## src/rtl/cb_pkg.sv

```systemverilog
// Core bus channel bundles shared by the read arbiter and its neighbours.
// Master-to-slave (mosi) carries requests; slave-to-master (miso) carries responses.
package cb_pkg;

    typedef struct packed {
        logic [31:0] wr_addr;
        logic [2:0]  wr_size;
        logic        wr_addr_valid;
        logic [31:0] wr_data;
        logic [3:0]  wr_strobe;
        logic        wr_data_valid;
        logic        wr_resp_ready;
        logic [31:0] rd_addr;
        logic [2:0]  rd_size;
        logic        rd_addr_valid;
        logic        rd_ready;
    } s_cb_mosi_t;

    typedef struct packed {
        logic        wr_addr_ready;
        logic        wr_data_ready;
        logic [1:0]  wr_resp;
        logic        wr_resp_valid;
        logic        rd_addr_ready;
        logic [31:0] rd_data;
        logic [1:0]  rd_resp;
        logic        rd_valid;
    } s_cb_miso_t;

endpackage

```

## src/rtl/cb_rd_arbiter.sv

```systemverilog
// Shares one core bus between fetch and LSU read requesters; writes come only from the LSU.
// Read responses are returned in order using a FIFO of source IDs (0 = instr, 1 = data).
module cb_rd_arbiter
    import cb_pkg::*;
#(
    parameter int unsigned MAX_OT     = 4,
    parameter int unsigned FIXED_PRIO = 0
) (
    input  logic                      clk,
    input  logic                      rst,
    input  s_cb_mosi_t                instr_cb_mosi_i,
    output s_cb_miso_t                instr_cb_miso_o,
    input  s_cb_mosi_t                data_cb_mosi_i,
    output s_cb_miso_t                data_cb_miso_o,
    output s_cb_mosi_t                cb_mosi_o,
    input  s_cb_miso_t                cb_miso_i,
    output logic [$clog2(MAX_OT):0]   ot_cnt_o,
    output logic                      err_o
);

    localparam int unsigned PtrW = $clog2(MAX_OT);
    localparam logic [PtrW-1:0] PtrOne = 1;
    localparam logic [PtrW:0]   CntOne = 1;
    localparam logic [PtrW:0]   CntMax = (PtrW+1)'(MAX_OT);

    typedef enum logic [1:0] {ArbIdle, ArbLockI, ArbLockD} arb_state_e;

    arb_state_e      state_q;
    logic            last_ff;
    logic            id_q [MAX_OT];
    logic [PtrW-1:0] wr_ptr_q, rd_ptr_q;
    logic [PtrW:0]   cnt_q;
    logic            err_q;

    logic        fifo_full, fifo_empty, head_id, head_rd_ready;
    logic        gnt_any, gnt_id, gnt_valid;
    logic [31:0] gnt_addr;
    logic [2:0]  gnt_size;
    logic        accept, pop, orphan;

    // Instr write channel is not routed anywhere.
    logic unused_instr_wr;
    assign unused_instr_wr = ^{instr_cb_mosi_i.wr_addr, instr_cb_mosi_i.wr_size,
                               instr_cb_mosi_i.wr_addr_valid, instr_cb_mosi_i.wr_data,
                               instr_cb_mosi_i.wr_strobe, instr_cb_mosi_i.wr_data_valid,
                               instr_cb_mosi_i.wr_resp_ready};

    always_comb begin
        fifo_full  = (cnt_q == CntMax);
        fifo_empty = (cnt_q == '0);
        head_id    = id_q[rd_ptr_q];
        head_rd_ready = head_id ? data_cb_mosi_i.rd_ready : instr_cb_mosi_i.rd_ready;

        gnt_any = 1'b0;
        gnt_id  = 1'b0;
        case (state_q)
            ArbLockI: gnt_any = 1'b1;
            ArbLockD: begin
                gnt_any = 1'b1;
                gnt_id  = 1'b1;
            end
            default: begin
                if (instr_cb_mosi_i.rd_addr_valid && data_cb_mosi_i.rd_addr_valid) begin
                    gnt_any = 1'b1;
                    gnt_id  = (FIXED_PRIO != 0) ? 1'b1 : ~last_ff;
                end else if (instr_cb_mosi_i.rd_addr_valid) begin
                    gnt_any = 1'b1;
                end else if (data_cb_mosi_i.rd_addr_valid) begin
                    gnt_any = 1'b1;
                    gnt_id  = 1'b1;
                end
            end
        endcase
        // A full ID FIFO blocks the address channel outright, even if a pop is in flight.
        if (fifo_full) gnt_any = 1'b0;

        gnt_addr  = gnt_id ? data_cb_mosi_i.rd_addr : instr_cb_mosi_i.rd_addr;
        gnt_size  = gnt_id ? data_cb_mosi_i.rd_size : instr_cb_mosi_i.rd_size;
        gnt_valid = gnt_id ? data_cb_mosi_i.rd_addr_valid : instr_cb_mosi_i.rd_addr_valid;

        accept = gnt_any && gnt_valid && cb_miso_i.rd_addr_ready;
        pop    = !fifo_empty && cb_miso_i.rd_valid && head_rd_ready;
        orphan = fifo_empty && cb_miso_i.rd_valid;
    end

    always_comb begin
        cb_mosi_o               = data_cb_mosi_i;
        cb_mosi_o.rd_addr       = gnt_any ? gnt_addr : '0;
        cb_mosi_o.rd_size       = gnt_any ? gnt_size : '0;
        cb_mosi_o.rd_addr_valid = gnt_any && gnt_valid;
        // Orphan responses are drained rather than left stalling the bus.
        cb_mosi_o.rd_ready      = fifo_empty ? 1'b1 : head_rd_ready;

        instr_cb_miso_o               = '0;
        instr_cb_miso_o.rd_addr_ready = gnt_any && !gnt_id && cb_miso_i.rd_addr_ready;
        if (!fifo_empty && !head_id) begin
            instr_cb_miso_o.rd_data  = cb_miso_i.rd_data;
            instr_cb_miso_o.rd_resp  = cb_miso_i.rd_resp;
            instr_cb_miso_o.rd_valid = cb_miso_i.rd_valid;
        end

        data_cb_miso_o               = '0;
        data_cb_miso_o.wr_addr_ready = cb_miso_i.wr_addr_ready;
        data_cb_miso_o.wr_data_ready = cb_miso_i.wr_data_ready;
        data_cb_miso_o.wr_resp       = cb_miso_i.wr_resp;
        data_cb_miso_o.wr_resp_valid = cb_miso_i.wr_resp_valid;
        data_cb_miso_o.rd_addr_ready = gnt_any && gnt_id && cb_miso_i.rd_addr_ready;
        if (!fifo_empty && head_id) begin
            data_cb_miso_o.rd_data  = cb_miso_i.rd_data;
            data_cb_miso_o.rd_resp  = cb_miso_i.rd_resp;
            data_cb_miso_o.rd_valid = cb_miso_i.rd_valid;
        end
    end

    always_ff @(posedge clk) begin
        if (rst) begin
            state_q  <= ArbIdle;
            last_ff  <= 1'b1;
            wr_ptr_q <= '0;
            rd_ptr_q <= '0;
            cnt_q    <= '0;
            err_q    <= 1'b0;
        end else begin
            err_q <= orphan;
            if (accept) begin
                id_q[wr_ptr_q] <= gnt_id;
                wr_ptr_q       <= wr_ptr_q + PtrOne;
                last_ff        <= gnt_id;
            end
            if (pop) rd_ptr_q <= rd_ptr_q + PtrOne;
            case ({accept, pop})
                2'b10:   cnt_q <= cnt_q + CntOne;
                2'b01:   cnt_q <= cnt_q - CntOne;
                default: cnt_q <= cnt_q;
            endcase
            if (!fifo_full) begin
                case (state_q)
                    ArbIdle: begin
                        if (gnt_any && gnt_valid && !cb_miso_i.rd_addr_ready)
                            state_q <= gnt_id ? ArbLockD : ArbLockI;
                    end
                    default: if (accept) state_q <= ArbIdle;
                endcase
            end
        end
    end

    assign ot_cnt_o = cnt_q;
    assign err_o    = err_q;

endmodule
```

## config.mk

```make
export PLATFORM = sky130hd
export DESIGN_NAME = cb_rd_arbiter
export DESIGN_NICKNAME = d
export VERILOG_FILES = /design/src/rtl/cb_pkg.sv /design/src/rtl/cb_rd_arbiter.sv
export SDC_FILE = /design/constraint.sdc
export NUM_CORES = 1
export LEC_CHECK = 0
export ABC_AREA = 1
export CORE_AREA = 10 10 170 172
export CTS_CLUSTER_DIAMETER = 40
export DETAILED_ROUTE_END_ITERATION = 8
export DIE_AREA = 0 0 180 182
export MAX_ROUTING_LAYER = met4
export SLEW_MARGIN = 10
export SYNTH_ARGS = -nofsm -noshare
export SYNTH_HDL_FRONTEND = slang
export SYNTH_SLANG_ARGS = --single-unit
export TNS_END_PERCENT = 5
```

## constraint.sdc

```tcl
create_clock -name clk -period 2.2 [get_ports clk]
set_input_delay 0.33 -clock clk [delete_from_list [all_inputs] [get_ports clk]]
set_output_delay 0.33 -clock clk [all_outputs]
set_load 0.01 [all_outputs]
```

==> summary.txt, run 1 <==
Finish
  – Fin area: 5040 um2
  – Fill cells: 2948
  – Nets: 892
  – Layout cell share with drive strength beyond 1: 23.0%
  – Final Util: 19.7%
  – Synthesis-to-layout area growth: 90.8%

STA
  – Unrepaired setup endpoints after global routing: yes
  – Tcrit/Tclk final: 102%
  – Final setup fails: 1
  – Tmin final: 2.24 ns
  – Final hold vios: 0
  – Worst Skew: 0.00363 ns
  – Fmax: 446 MHz
  – Slew Limit Fails: 0
  – Final worst-path setup slack: -0.0424 ns

Placed design
  – Port buffer count: 224
  – DP Area: 4930 um2
  – HPWL Detailed: 11.9 mm
  – RePlAce Congestion: 0.724
  – Pre-CTS setup slack: -0.283 ns

Critical path
  – Kind of start point of the critical path: flop
  – Worst Setup Path Type: reg -> out
  – Critical path capture point type: output pin
  – Crit path largest cell delay: 0.48 ns
  – WP data required: 1.87 ns
  – Maximum fanout along the worst path: 31
  – CP cell instances: nor3_4 -> inv_4 -> buf_4 -> nand3_2 -> buf_12 -> nor2_1 -> clkdlybuf4s50_1
  – Slowest-stage cell, CP: clkdlybuf4s50_1
  – Worst path arrival time: 1.91 ns

Floorplan
  – Die Footprint: 32800 um2
  – Die height: 182 um
  – Chip width: 180 um
  – Cell row count: 59
  – Core area: 25600 um2
  – Number of placed I/O pins: 462
  – Initial Utilization: 10.3%

Power
  – PwrDens: 1070 nW/um2
  – Peak supply drop: 683 uV
  – Pleak: 0.00272 uW

Route
  – Final wirelength: 13.8 mm
  – ANT nets after route: 0
  – Vias per inst: 3.38
  – DR iter-0 viols: 84
  – DRT Pass-1 Iters: 4
  – Wirelength per Cell: 14.5 um
  – DRC: 0
  – Vias: 3225

Clock tree
  – Clk Latency, worst-skew pair: 0.25 ns
  – Post-CTS Setup Inserts: 0
  – Clock Tree Buf Depth: 2
  – H-tree levels: 1
  – Num CTS Buffers: 3
  – Root buffer cell: clkbuf_16
  – TritonCTS clock tree: done
  – CTS sink cnt: 17
  – Clock transition at path regs: 0.05 ns

Yosys
  – Syn avg cell area: 5.95 um2
  – Synthesized flop and latch total: 17
  – Mapped Cells: 444
  – Post-Syn Area: 2640 um2
  – Seq/Total Area, Yosys: 14.4%
  – Yosys warnings: 0
  – Post-synth cell types: 27

Global routing
  – Largest net degree at the start of global routing: 32
  – Antenna violations before repair: 1
  – GRT overflow: 0
  – GRT Total Usage: 7.70%
  – First-pass GRT wire length: 19.4 mm
  – Vias in the first global route: 3511

Job
  – Max-Cap Viols: 0

Outcome
  – Failing checks: negative setup slack
  – Status: finished with violations

Min path
  – Worst hold path class: reg -> reg
area by class of cell:
| cell class | count | area (um2) | area share (%) |
|---|---|---|---|
| Tap cell | 335 | 419 | 8.32 |
| Multi-Input combinational cell | 268 | 1410 | 28.0 |
| Timing Repair Buffer | 266 | 2490 | 49.5 |
| Sequential cell | 17 | 384 | 7.63 |
| Clock inverter | 1 | 5.00 | 0.0994 |
| Antenna cell | 1 | 2.50 | 0.0497 |
| Clock buffer | 3 | 75.1 | 1.49 |
| Inverter | 63 | 248 | 4.92 |
critical path: cells and delay by family, from the launching register on:
kind / cells / cell delay (ns)
buf+inv: 4 / 0.92
flops: 1 / 0.33
simple gates: 3 / 0.41
cell families after synthesis:
group | after synthesis | synth area share, %
and+or+nand+nor | 209 | 33.9
buffers and inverters | 164 | 38.8
AOI/OAI and AO/OA | 44 | 8.34
DFF | 17 | 14.4
adders and majority gates | 8 | 4.08
xor gates and xnor gates | 1 | 0.332
other | 1 | 0.142
synth_stat cells, drive strengths merged:
library cell | instances | area (um2)
edfxtp | 4 | 120
a21oi | 40 | 200
ha | 7 | 87.6
dfxtp | 13 | 260
nand3b | 1 | 7.51
nor2 | 86 | 330
inv | 62 | 235
nand4 | 1 | 21.3
clkinv | 1 | 5.00
nand3 | 16 | 110
o21ai | 4 | 20.0
fa | 1 | 20.0
xor2 | 1 | 8.76
nor3 | 4 | 25.0
nand2 | 100 | 395
buf | 101 | 783
conb | 1 | 3.75
or2 | 1 | 6.26
routing by layer:
layer / GRT usage (%) / routed length, um
met5: - / 0
met4: 5.46 / 864
met1: 7.62 / 5480
met3: 2.84 / 1400
met2: 12.4 / 6060
power by group:
group | switching (uW) | total (uW) | internal (uW) | leakage (uW)
sequential | 61.6 | 477 | 416 | 0.000145
clock | 116 | 359 | 243 | 0.0000409
combinational | 2420 | 4570 | 2150 | 0.00254
total | 2600 | 5410 | 2810 | 0.00272
final timing paths:
| check | start | slack, ns | endpoint | cells past startpoint |
|---|---|---|---|---|
| worst max register to register | state_q[0]$_SDFFE_PP0P_ | 0.02 | ot_cnt_o[2]$_SDFFE_PP0P_ | 15 |
| worst min register to register | state_q[0]$_SDFFE_PP0P_ | 0.49 | state_q[0]$_SDFFE_PP0P_ | 2 |
| worst min-delay path | state_q[0]$_SDFFE_PP0P_ | 0.49 | state_q[0]$_SDFFE_PP0P_ | 2 |
| worst max-delay path | ot_cnt_o[0]$_SDFFE_PP0P_ | -0.04 | data_cb_miso_o[34] | 7 |
placed cells by master (no fill, tap or decap), types with 2 or more instances in the layout:
cell             instances
a21oi_1                 22
a21oi_2                 18
buf_12                   7
buf_2                   34
buf_4                   34
clkbuf_16                3
clkdlybuf4s15_2          3
clkdlybuf4s50_1        121
clkinv_2                 2
conb_1                   5
dfxtp_1                 10
dfxtp_2                  3
dlygate4sd2_1           45
dlymetal6s2s_1          19
edfxtp_1                 4
ha_1                     6
inv_1                   55
inv_2                    5
nand2_1                 93
nand2_2                  3
nand2_4                  4
nand3_1                  9
nand3_2                  6
nor2_1                  80
nor2_2                   5
nor3_1                   2
o21ai_0                  2
stage by stage:
step	TNS, ns	hold slack, ns	power, uW	std cells
2_1_floorplan	0	0.402	2710	448
3_3_place_gp	-8.57	0.482	5270	947
3_5_place_dp	-8.76	0.481	5290	947
4_1_cts	-0.549	0.495	5420	952
5_1_grt	-0.794	0.514	5920	954
6_report	-0.0424	0.491	5410	954
timing repair:
item                       4_1_cts  5_1_grt
gates cloned                     1        1
setup endpoints to repair      104       62
hold buffers                     0        0
pin swaps                        2        3
gates resized for setup        211       48
(Power assumes the default switching activity.)
==> run 2: changes to the inputs <==
Settings changed: CORE_AREA 10 10 170 172 to 10 10 171 173, CTS_BUF_LIST set to sky130_fd_sc_hd__clkbuf_2 sky130_fd_sc_hd__clkbuf_4 sky130_fd_sc_hd__clkbuf_8, CTS_CLUSTER_SIZE set to 14, DIE_AREA 0 0 180 182 to 0 0 181 183.
==> summary.txt, run 2 (synthesis gave the netlist of run 1 again) <==
Route
  – Vias: 3263 (was 3225)
  – Final wirelength: 13.7 mm (was 13.8 mm)
  – Vias per inst: 3.43 (was 3.38)
  – DRC: 0 (unchanged)
  – Wirelength per Cell: 14.4 um (was 14.5 um)
  – DR iter-0 viols: 64 (was 84)
  – ANT nets after route: 0 (unchanged)
  – DRT Pass-1 Iters: 4 (unchanged)

Critical path
  – RR Startpoint: state_q[0]$_SDFFE_PP0P_ (unchanged)
  – Critical path capture point type: output pin (unchanged)
  – Crit path largest cell delay: 0.56 ns (was 0.48 ns)
  – Worst Setup Path Type: reg -> out (unchanged)
  – Critical R2R Capture: ot_cnt_o[2]$_SDFFE_PP0P_ (unchanged)
  – FF-to-FF setup slack: 0.07 ns (was 0.02 ns)
  – Maximum fanout along the worst path: 16 (was 31)
  – Slowest-stage cell, CP: clkdlybuf4s50_1 (unchanged)
  – Kind of start point of the critical path: flop (unchanged)
  – Worst path arrival time: 1.93 ns (was 1.91 ns)
  – CP cell instances: nand2_1 -> nand3_4 -> nand2_4 -> nand2_8 -> buf_4 -> nor2_1 -> clkdlybuf4s50_1 (was nor3_4 -> inv_4 -> buf_4 -> nand3_2 -> buf_12 -> nor2_1 -> clkdlybuf4s50_1)
  – Worst Reg-to-Reg Cells: 14 (was 15)
  – WP data required: 1.87 ns (about the same)

Clock tree
  – TritonCTS clock tree: done (unchanged)
  – # hold bufs at CTS: 0 (unchanged)
  – CTS sink cnt: 17 (unchanged)
  – H-tree levels: 1 (unchanged)
  – Root buffer cell: clkbuf_8 (was clkbuf_16)
  – Clock Tree Buf Depth: 2 (unchanged)
  – Num CTS Buffers: 3 (unchanged)
  – Clk Latency, worst-skew pair: 0.25 ns (about the same)
  – Clock transition at path regs: 0.07 ns (was 0.05 ns)

Global routing
  – GRT overflow: 0 (unchanged)
  – First-pass GRT wire length: 19.4 mm (about the same)
  – Largest net degree at the start of global routing: 25 (was 32)
  – GRT Total Usage: 7.62% (was 7.70%)
  – Gr busiest metal: met2 (unchanged)
  – Vias in the first global route: 3510 (was 3511)
  – GR Util met3: 3.35% (was 2.84%)
  – GR Util met2: 12.5% (was 12.4%)
  – GR Util met1: 7.77% (was 7.62%)
  – Antenna violations before repair: 1 (unchanged)

STA
  – Tcrit/Tclk final: 103% (was 102%)
  – Fmax: 442 MHz (was 446 MHz)
  – Slew Limit Fails: 0 (unchanged)
  – Final worst-path setup slack: -0.0633 ns (was -0.0424 ns)
  – Final hold vios: 0 (unchanged)
  – Final setup fails: 20 (was 1)
  – Unrepaired setup endpoints after global routing: yes (unchanged)
  – Min Hold Slack: 0.492 ns (was 0.491 ns)
  – Worst Skew: 0.00517 ns (was 0.00363 ns)
  – Tmin final: 2.26 ns (was 2.24 ns)

Placed design
  – DP Area: 4900 um2 (was 4930 um2)
  – Pre-CTS setup slack: -0.344 ns (was -0.283 ns)
  – HPWL Detailed: 12.1 mm (was 11.9 mm)
  – RePlAce Congestion: 0.799 (was 0.724)
  – Port buffer count: 224 (unchanged)

Finish
  – Multi-input combinational cell area: 1380 um2 (was 1410 um2)
  – Register Area: 388 um2 (was 384 um2)
  – Layout cell share with drive strength beyond 1: 20.5% (was 23.0%)
  – Final Util: 19.4% (was 19.7%)
  – Commonest non-fill, non-tap cell in the layout: clkdlybuf4s50_1 (unchanged)
  – Nets: 889 (was 892)
  – Synthesis-to-layout area growth: 89.8% (was 90.8%)
  – Most frequent cells in the layout: clkdlybuf4s50_1 (143), nand2_1 (93), nor2_1 (85) (was clkdlybuf4s50_1 (121), nand2_1 (93), nor2_1 (80))
  – Fill cells: 2957 (was 2948)
  – Fin area: 5010 um2 (was 5040 um2)

Job
  – Max-Cap Viols: 0 (unchanged)

Outcome
  – Status: finished with violations (unchanged)
  – Failing checks: negative setup slack (unchanged)

Floorplan
  – Chip width: 181 um (was 180 um)
  – Core area: 25800 um2 (was 25600 um2)
  – Initial Utilization: 10.2% (was 10.3%)
  – Die height: 183 um (was 182 um)
  – Number of placed I/O pins: 462 (unchanged)
  – Cell row count: 59 (unchanged)
  – Die Footprint: 33100 um2 (was 32800 um2)

Power
  – Pwr Total: 5250 uW (was 5410 uW)
  – Peak supply drop: 568 uV (was 683 uV)
  – Pleak: 0.00281 uW (was 0.00272 uW)
  – PwrDens: 1050 nW/um2 (was 1070 nW/um2)

Min path
  – Hold path depth: 2 (unchanged)
  – Worst hold path class: reg -> reg (unchanged)
  – Hold endpoint: state_q[0]$_SDFFE_PP0P_ (unchanged)
  – Hold_sp: state_q[0]$_SDFFE_PP0P_ (unchanged)
[run 2: cell count changes in the layout (fill, tap and decap cells not counted), moves of 3 or more]
cell and delta:
clkdlybuf4s50_1 +22, dlymetal6s2s_1 +16, dfxtp_2 +3, nor2_1 +5
a21oi_1 +11, dlygate4sd2_1 -38, clkbuf_8 +3, clkbuf_16 -3
buf_4 +4, a21oi_2 -11, nand3_4 +3, buf_2 -3
dfxtp_1 -3, nor2_2 -5
[run 2: through the flow]
stage / instances / setup TNS, ns
global placement: 945 / -11.18
CTS: 950 / -7.77
global route: 951 / -3.87
floorplan: 448 / 0
detailed placement: 945 / -11.26
finish: 951 / -0.486
[run 2: worst max path at each step]
stage / start / end / slack, ns / cells past startpoint
after floorplan: state_q[0]$_SDFFE_PP0P_ / ot_cnt_o[2]$_SDFFE_PP0P_ / 0.01 / 14
after global placement: data_cb_mosi_i[1] / cb_mosi_o[3] / -0.34 / 7
after detailed placement: data_cb_mosi_i[1] / cb_mosi_o[3] / -0.34 / 7
after CTS: ot_cnt_o[0]$_SDFFE_PP0P_ / data_cb_miso_o[19] / -0.19 / 6
after global routing: id_q[3]$_DFFE_PP_ / instr_cb_miso_o[17] / -0.19 / 7
final: id_q[3]$_DFFE_PP_ / instr_cb_miso_o[21] / -0.06 / 7
[run 2: power breakdown]
part | total, uW | leakage (uW) | internal (uW) | switching, uW
Sequential | 493 | 0.000146 | 419 | 74.2
Combinational | 4520 | 0.00264 | 2160 | 2370
Clock | 232 | 0.0000255 | 126 | 106
Total | 5250 | 0.00281 | 2700 | 2550
[run 2: repair_timing]
item                                    CTS  global route
endpoints found under the setup margin  100           101
pin swaps                                 1             4
setup buffers                             1             0
resized for setup                       158            67
hold endpoints to repair                  0             0
[run 2: critical path: cells and delay by family (launching register included)]
kind | cells | cell delay, ns
buf+inv | 2 | 0.75
simple gates | 5 | 0.56
flops | 1 | 0.36
[run 2: cell type report]
class | count | area share (%)
Clock inverter | 1 | 0.0999
Multi-Input combinational cell | 267 | 27.6
Inverter | 63 | 5.00
Clock buffer | 3 | 0.824
Antenna cell | 1 | 0.0500
Timing Repair Buffer | 264 | 50.3
Sequential cell | 17 | 7.74
Tap cell | 335 | 8.37
[run 2: layer usage]
| layer | vias up | wire length [um] |
|---|---|---|
| met3 | 60 | 1430 |
| met2 | 259 | 6040 |
| met5 | - | 0 |
| met1 | 1363 | 5540 |
| met4 | 0 | 717 |
| li1 | 1581 | - |
==> run 3: changes to the inputs <==
Settings changed: DONT_BUFFER_PORTS set to 1.
==> summary.txt, run 3 (synthesis gave the netlist of run 1 again) <==
Route
  – DRC: 0 (unchanged)
  – Vias: 2625 (was 3263)
  – DRT Pass-1 Iters: 6 (was 4)
  – Final wirelength: 12.5 mm (was 13.7 mm)
  – DR iter-0 viols: 67 (was 64)
  – ANT nets after route: 0 (unchanged)
  – Vias per inst: 3.43 (about the same)
  – Wirelength per Cell: 16.3 um (was 14.4 um)

Placed design
  – RePlAce Congestion: 0.786 (was 0.799)
  – DP Cell Count: 759 (was 945)
  – Port buffer count: 0 (was 224)
  – HPWL Detailed: 10.7 mm (was 12.1 mm)
  – DP Area: 2890 um2 (was 4900 um2)

Min path
  – Hold path depth: 1 (was 2)
  – Hold endpoint: rd_ptr_q[0]$_SDFFE_PP0P_ (was state_q[0]$_SDFFE_PP0P_)
  – Worst hold path class: in -> reg (was reg -> reg)
  – Hold_sp: rst (was state_q[0]$_SDFFE_PP0P_)

Critical path
  – WP data required: 1.87 ns (about the same)
  – Worst path arrival time: 1.86 ns (was 1.93 ns)
  – FF-to-FF setup slack: 0.09 ns (was 0.07 ns)
  – Worst Setup Path Type: reg -> out (unchanged)
  – Maximum fanout along the worst path: 11 (was 16)
  – RR Startpoint: state_q[0]$_SDFFE_PP0P_ (unchanged)
  – Worst Reg-to-Reg Cells: 13 (was 14)
  – Critical R2R Capture: ot_cnt_o[2]$_SDFFE_PP0P_ (unchanged)
  – Kind of start point of the critical path: flop (unchanged)
  – Critical path capture point type: output pin (unchanged)

Clock tree
  – H-tree levels: 1 (unchanged)
  – CTS sink cnt: 17 (unchanged)
  – Post-CTS Setup Inserts: 0 (was 1)
  – Clk Latency, worst-skew pair: 0.25 ns (about the same)
  – Clock transition at path regs: 0.07 ns (about the same)
  – Num CTS Buffers: 3 (unchanged)
  – TritonCTS clock tree: done (unchanged)
  – Root buffer cell: clkbuf_8 (unchanged)
  – Clock Tree Buf Depth: 2 (unchanged)

Global routing
  – First-pass GRT wire length: 17.9 mm (was 19.4 mm)
  – Vias in the first global route: 2926 (was 3510)
  – GRT Total Usage: 7.20% (was 7.62%)
  – Antenna violations before repair: 1 (unchanged)
  – GRT overflow: 0 (unchanged)
  – Largest net degree at the start of global routing: 38 (was 25)

Power
  – Pleak: 0.00152 uW (was 0.00281 uW)
  – Peak supply drop: 506 uV (was 568 uV)
  – PwrDens: 1370 nW/um2 (was 1050 nW/um2)
  – Pwr Total: 4270 uW (was 5250 uW)

Finish
  – Fill cells: 2997 (was 2957)
  – Commonest non-fill, non-tap cell in the layout: nand2_1 (was clkdlybuf4s50_1)
  – Fin area: 3100 um2 (was 5010 um2)
  – Nets: 704 (was 889)
  – Final Non-Filler Cells: 766 (was 951)
  – Synthesis-to-layout area growth: 17.6% (was 89.8%)
  – Most frequent cells in the layout: nand2_1 (92), nor2_1 (85), buf_4 (75) (was clkdlybuf4s50_1 (143), nand2_1 (93), nor2_1 (85))
  – Layout cell share with drive strength beyond 1: 29.8% (was 20.5%)

Floorplan
  – Die height: 183 um (unchanged)
  – Core area: 25800 um2 (unchanged)
  – Chip width: 181 um (unchanged)
  – Cell row count: 59 (unchanged)
  – Die Footprint: 33100 um2 (unchanged)
  – Number of placed I/O pins: 462 (unchanged)
  – Initial Utilization: 10.2% (unchanged)

STA
  – Unrepaired setup endpoints after global routing: yes (unchanged)
  – Final hold vios: 0 (unchanged)
  – Slew Limit Fails: 0 (unchanged)
  – Worst Skew: 0.00130 ns (was 0.00517 ns)
  – Fmax: 457 MHz (was 442 MHz)
  – Final setup fails: 0 (was 20)
  – Tcrit/Tclk final: 99.5% (was 103%)
  – Tmin final: 2.19 ns (was 2.26 ns)
  – Min Hold Slack: 0.141 ns (was 0.492 ns)

Outcome
  – Status: finished clean (was finished with violations)

Job
  – Max-Cap Viols: 0 (unchanged)
==> run 3: changes by cell type in the layout (fill, tap and decap cells not counted), moves of 7 or more <==
cell             before  now
clkdlybuf4s50_1     143    0
buf_4                38   75
dlymetal6s2s_1       35    0
buf_2                31    0
dlygate4sd2_1         7    0
==> run 3: timing repair <==
item,4_1_cts,5_1_grt
pin swaps,4,9
endpoints found under the setup margin,38,42
hold buffers,0,0
gates resized for setup,14,20
cloned,2,0
==> run 3: metal layers <==
layer	wire length, um	vias up	global-route usage (%)
met5	0	-	-
met4	605	0	3.12
met3	1710	52	3.84
met2	5850	254	12.5
met1	4300	1106	6.50
li1	-	1213	-
==> run 3: worst max path at each step <==
stage / startpoint / end / slack, ns / cells after the start
after floorplan: state_q[0]$_SDFFE_PP0P_ / ot_cnt_o[2]$_SDFFE_PP0P_ / 0.01 / 14
after global placement: state_q[0]$_SDFFE_PP0P_ / ot_cnt_o[2]$_SDFFE_PP0P_ / -0.06 / 14
after detailed placement: state_q[0]$_SDFFE_PP0P_ / ot_cnt_o[2]$_SDFFE_PP0P_ / -0.13 / 14
after CTS: state_q[1]$_SDFFE_PP0P_ / cb_mosi_o[34] / -0.04 / 10
after global routing: state_q[1]$_SDFFE_PP0P_ / ot_cnt_o[2]$_SDFFE_PP0P_ / -0.1 / 12
final: state_q[0]$_SDFFE_PP0P_ / cb_mosi_o[13] / 0.01 / 10
==> run 3: per-stage QoR <==
stage	setup WS [ns]	TNS, ns	utilization (%)
after floorplan	0.0128	0	-
after global placement	-0.0608	-0.0608	11.2
after detailed placement	-0.130	-0.148	11.2
after CTS	-0.0439	-0.243	11.8
after global routing	-0.0955	-1.77	12.0
final	0.00995	0	12.0
==> run 3: final cells by class <==
| type | instances | area, um2 | share of cell area, % |
|---|---|---|---|
| diodes | 1 | 2.50 | 0.0806 |
| inverters | 63 | 258 | 8.30 |
| well taps | 335 | 419 | 13.5 |
| clock inverters | 1 | 5.00 | 0.161 |
| repair buffers | 79 | 658 | 21.2 |
| multi-input cells | 267 | 1340 | 43.1 |
| flip-flops and latches | 17 | 383 | 12.3 |
| clock buffers | 3 | 41.3 | 1.33 |
==> run 3: worst max-delay path, cell delays in order (launching register included) <==
cell     delay (ns)
dfxtp_2        0.34
inv_2          0.05
ha_4           0.25
inv_4          0.06
nand3_2        0.07
buf_4          0.15
nand2_8        0.13
buf_12         0.15
nand2_1        0.06
a21oi_1        0.19
buf_4          0.16
==> run 3: where the power goes <==
group | internal (uW) | switching, uW
clock | 126 | 111
combinational | 1340 | 2210
sequential | 413 | 64.4
